### src/rtl/button_repeat.sv
// button_repeat: turns a debounced button level into paddle-step strobes.
// A press gives one strobe. Holding the button gives another strobe after
// INIT_DELAY cycles, then one every REPEAT_PERIOD cycles until release.
// Optional feature macro: RELEASE_PULSE_EN adds a one-cycle release_pulse
// output when a tracked press is released.
module button_repeat #(
  parameter int INIT_DELAY    = 25_000_000,
  parameter int REPEAT_PERIOD = 5_000_000,
  parameter int CNT_W         = 25
) (
  input  logic clk,
  input  logic rst_n,
  input  logic btn,
  input  logic enable,
  output logic step,
  output logic held
`ifdef RELEASE_PULSE_EN
  ,
  output logic release_pulse
`endif
);

  typedef enum logic [1:0] {IDLE, DELAY, REPEAT} state_t;

  localparam logic [CNT_W-1:0] INIT_LAST = CNT_W'(INIT_DELAY - 1);
  localparam logic [CNT_W-1:0] REP_LAST  = CNT_W'(REPEAT_PERIOD - 1);

  state_t             state_q, state_d;
  logic [CNT_W-1:0]   cnt_q, cnt_d;
  logic               step_q, step_d;
  logic               held_q, held_d;
  logic               btn_q;
  logic               rise;

  // btn_q resets high so a button held through reset never looks like a press.
  assign rise = btn & ~btn_q;

  // State, counter, registered outputs and the button history register.
  always_ff @(posedge clk) begin
    if (!rst_n) begin
      state_q <= IDLE;
      cnt_q   <= '0;
      step_q  <= 1'b0;
      held_q  <= 1'b0;
      btn_q   <= 1'b1;
    end else begin
      state_q <= state_d;
      cnt_q   <= cnt_d;
      step_q  <= step_d;
      held_q  <= held_d;
      btn_q   <= btn;
    end
  end

  // Next-state logic: release or disable always wins over a terminal count.
  always_comb begin
    state_d = state_q;
    cnt_d   = cnt_q;
    step_d  = 1'b0;
    unique case (state_q)
      IDLE: begin
        if (enable && rise) begin
          step_d  = 1'b1;
          cnt_d   = '0;
          state_d = DELAY;
        end
      end
      DELAY: begin
        if (!btn || !enable) begin
          state_d = IDLE;
          cnt_d   = '0;
        end else if (cnt_q == INIT_LAST) begin
          step_d  = 1'b1;
          cnt_d   = '0;
          state_d = REPEAT;
        end else begin
          cnt_d = cnt_q + CNT_W'(1);
        end
      end
      REPEAT: begin
        if (!btn || !enable) begin
          state_d = IDLE;
          cnt_d   = '0;
        end else if (cnt_q == REP_LAST) begin
          step_d = 1'b1;
          cnt_d  = '0;
        end else begin
          cnt_d = cnt_q + CNT_W'(1);
        end
      end
      default: begin
        state_d = IDLE;
        cnt_d   = '0;
      end
    endcase
    held_d = (state_d != IDLE);
  end

  assign step = step_q;
  assign held = held_q;

`ifdef RELEASE_PULSE_EN
  logic fall;
  logic rel_q;

  assign fall = ~btn & btn_q;

  // Pulse only when a press is still being tracked; a disabled FSM is silent.
  always_ff @(posedge clk) begin
    if (!rst_n) rel_q <= 1'b0;
    else        rel_q <= fall && (state_q != IDLE);
  end

  assign release_pulse = rel_q;
`endif

endmodule

### config.mk
export PLATFORM = sky130hd
export DESIGN_NAME = button_repeat
export DESIGN_NICKNAME = d
export VERILOG_FILES = /design/src/rtl/button_repeat.sv
export SDC_FILE = /design/constraint.sdc
export NUM_CORES = 1
export LEC_CHECK = 0
export BUFFER_PORTS_ARGS = -buffer_cell sky130_fd_sc_hd__clkbuf_2
export CORE_ASPECT_RATIO = 1.1
export CORE_MARGIN = 2
export CORE_UTILIZATION = 60
export CTS_CLUSTER_DIAMETER = 120
export CTS_CLUSTER_SIZE = 28
export DETAILED_ROUTE_END_ITERATION = 7
export HOLD_SLACK_MARGIN = 0.06
export PLACE_DENSITY = 0.75
export SYNTH_ARGS = -nofsm -noshare
export SYNTH_HDL_FRONTEND = slang
export SYNTH_SLANG_ARGS = --single-unit
### constraint.sdc
create_clock -name clk -period 3.7 [get_ports clk]
set_input_delay 0.555 -clock clk [delete_from_list [all_inputs] [get_ports clk]]
set_output_delay 0.555 -clock clk [all_outputs]
set_load 0.05 [all_outputs]
==> impl_metrics.py <==
metrics = {
    "placement": {
        "dp_cells": 226,
        "io_buffers": 5,
        "place_hpwl_um": 2580,
        "pre_cts_ws_ns": 1.03,
        "gp_congestion": 0.809,
    },
    "logic_synthesis": {
        "synthSimpleGateAreaFrac_pct": 32.2,
        "synth-xor-area-share_pct": 6.46,
        "mappedNetlistNets": 208,
        "netlist_top_cells_area": "dfxtp_1 37%, nand2_1 5.5%, nand3_1 5.2%",
        "ys_seq_area_share_pct": 36.9,
        "synthFlopType": "dfxtp_1",
        "syn_area_per_cell_sq_um": 8.17,
        "synth_top_family_by_area": "simple AND/OR/NAND/NOR gates",
        "syn_inst": 199,
        "synth.most_common_cell": "dfxtp_1",
        "synth.distinct_cells": 44,
        "synth_edf_count": 0,
        "synth-seq-cells": 30,
        "synthTopCellsByCount": "30 x dfxtp_1, 24 x nand2_1, 18 x nor2_1",
        "synth-warning-count": 0,
        "synth_mux_area_share_pct": 0.615,
        "yosys.area.top_type": "dfxtp_1",
        "synthAdderAreaFrac_pct": 3.85,
        "async_flop_share_pct": 0,
        "netlist.area_leader.share_pct": 36.9,
        "netlist_area_sq_um": 1630,
        "synth_compound_area_share_pct": 15.3,
    },
    "outcome": {
        "status": "complete, no violations",
    },
    "floorplan": {
        "fp.coreArea_sq_um": 2540,
        "die_h_um": 58.6,
        "fp.dieW_um": 53.6,
        "start_util_pct": 63.9,
        "pin_count": 6,
        "die-area_sq_um": 3140,
        "rows": 19,
    },
    "detailed_routing": {
        "routed_via_density": 6.35,
        "drt_iter0_drc": 38,
        "ant_nets": 0,
        "drc": 0,
        "wire_per_inst_um": 15.7,
        "first_pass_iters": 5,
        "vias": 1485,
        "totalWireLength_um": 3670,
    },
    "grt": {
        "grt_max_degree": 25,
        "grt_pass1_wl_um": 6190,
        "grt_overflow": 0,
        "antenna_found_initial": 0,
        "track_usage_pct": 27.3,
        "grt_pass1_vias": 1396,
    },
    "clock_tree": {
        "ctsLongestPathBuffers": 2,
        "ctsResizeCount": 0,
        "post-cts-setup-buffer-count": 0,
        "insertion_delay_ns": 0.34,
        "hold_buffers": 0,
        "path_clk_slew_ns": 0.10,
        "cts_sinks": 30,
        "cts_buffers": 5,
        "cts_tree": "done",
        "root_buffer": "clkbuf_4",
        "htreeDepth": 2,
    },
    "layout": {
        "ff_latch_area_sq_um": 601,
        "drive_above_1_share_pct": 8.37,
        "diodes": 0,
        "area_delta_synth_final_pct": 6.23,
        "layout.cells.non_filler": 234,
        "fin_util_pct": 67.9,
        "fill_cells": 219,
        "multi_input_comb_area_sq_um": 951,
        "nets": 211,
    },
    "run": {
        "cap_violations": 0,
    },
    "critical_path": {
        "cp.required_ns": 3.90,
        "regToRegStartpoint": "cnt_q[23]",
        "arrival_ns": 2.87,
        "cp-start-kind": "flop",
        "critical_path_class": "reg -> reg",
        "endpoint": "cnt_q[16]",
        "r2r_setup_slack_ns": 1.04,
        "end_kind": "flop",
        "reg2reg_depth": 6,
        "crit_start": "cnt_q[23]",
        "cp_max_fo": 17,
        "rr_endpoint": "cnt_q[16]",
    },
    "sta": {
        "fin_ws_ns": 1.04,
        "slew_violations": 0,
        "setup_viol_count_final": 0,
        "finalHoldViolCount": 0,
        "fin_crit_sh_pct": 72.0,
        "fin_crit_ns": 2.66,
        "finalClockSkew_ns": 0.0165,
        "rsz0062_at_grt": "false",
        "fin_hold_ws_ns": 0.439,
        "max_freq_mhz": 375,
        "maxSlewHeadroom_pct": 37.0,
        "final.setup.tns_ns": 0,
        "worst_pin_slew_ns": 0.936,
    },
    "power": {
        "leakagePower_uw": 0.000607,
        "powerDensity_nw_per_um2": 349,
        "ir_worst_vdd_mv": 0.329,
    },
    "hold_path": {
        "hold_path.class": "in -> reg",
    },
}
[flip-flops by register name (all words and copies together) (netlist names)]
signal   cells
btn_q        1
held         1
cnt_q       25
state_q      2
step         1
[how the worst min path moves through the flow]
stage	cells past startpoint	slack, ns	to	startpoint
6_report	2	0.44	btn_q	btn
4_1_cts	2	0.42	btn_q	btn
3_3_place_gp	2	0.46	cnt_q[6]	cnt_q[6]
2_1_floorplan	2	0.45	cnt_q[6]	cnt_q[6]
5_1_grt	2	0.43	btn_q	btn
3_5_place_dp	2	0.48	cnt_q[6]	cnt_q[6]
[where the power goes]
part           leakage [uW]  internal, uW  switching, uW
registers          0.000242           324          0.966
logic              0.000320          8.37           21.1
clock network     0.0000446           130            119
total              0.000607           462            141
[layout by cell type (no fill, tap or decap), types with 2 or more instances in the layout]
cell type / count
or4_1: 3
clkbuf_2: 5
nor4b_1: 3
a32oi_1: 4
nand2_1: 24
o41ai_1: 2
nor2_1: 18
inv_1: 7
o21ai_0: 4
nor4_1: 3
nand2b_1: 2
and3_1: 7
nand4_1: 7
dfxtp_1: 30
xor2_1: 9
xnor2_1: 3
a21oi_1: 3
o31a_1: 2
clkbuf_8: 3
nand3_1: 17
and4_1: 3
o21ai_1: 3
clkbuf_4: 5
nor3_1: 4
a31oi_1: 3
a21boi_1: 2
ha_1: 5
o21a_1: 2
o22ai_1: 3
and2_1: 3
[layer usage]
| layer | part of all wire (%) | GRT usage, % |
|---|---|---|
| met1 | 46 | 32.9 |
| met2 | 48 | 46.7 |
| met3 | 5.5 | 5.33 |
| met4 | 0.85 | 11.4 |
| met5 | 0 | 0 |
[cells by family after synthesis]
family                   count (synthesis)
AO/OA/AOI/OAI                           34
XOR/XNOR                                12
adder cells (fa/ha/maj)                  5
buffers and inverters                   17
flip-flops                              30
multiplexers                             1
AND/OR/NAND/NOR                        100
[layout make-up]
cell class	instances	share of cell area (%)
Sequential cell	30	34.8
Timing Repair Buffer	6	1.88
Inverter	7	1.52
Tap cell	31	2.24
Multi-Input combinational cell	152	55.0
Clock buffer	8	4.56
[through the flow]
step                instance area, sq um  power (uW)
finish                              1730         603
detailed placement                  1650         361
floorplan                           1630         354
global placement                    1650         360
CTS                                 1730         609
global route                        1730         615
[critical path: stages, from the launching register on]
cell and delay (ns):
dfxtp_1 0.34, or4b_1 0.51, or4_4 0.45, o31a_1 0.34, o211a_4 0.34, o21ai_2 0.44, nor2_1 0.11
Note: power is estimated with default switching activity, not from simulation.
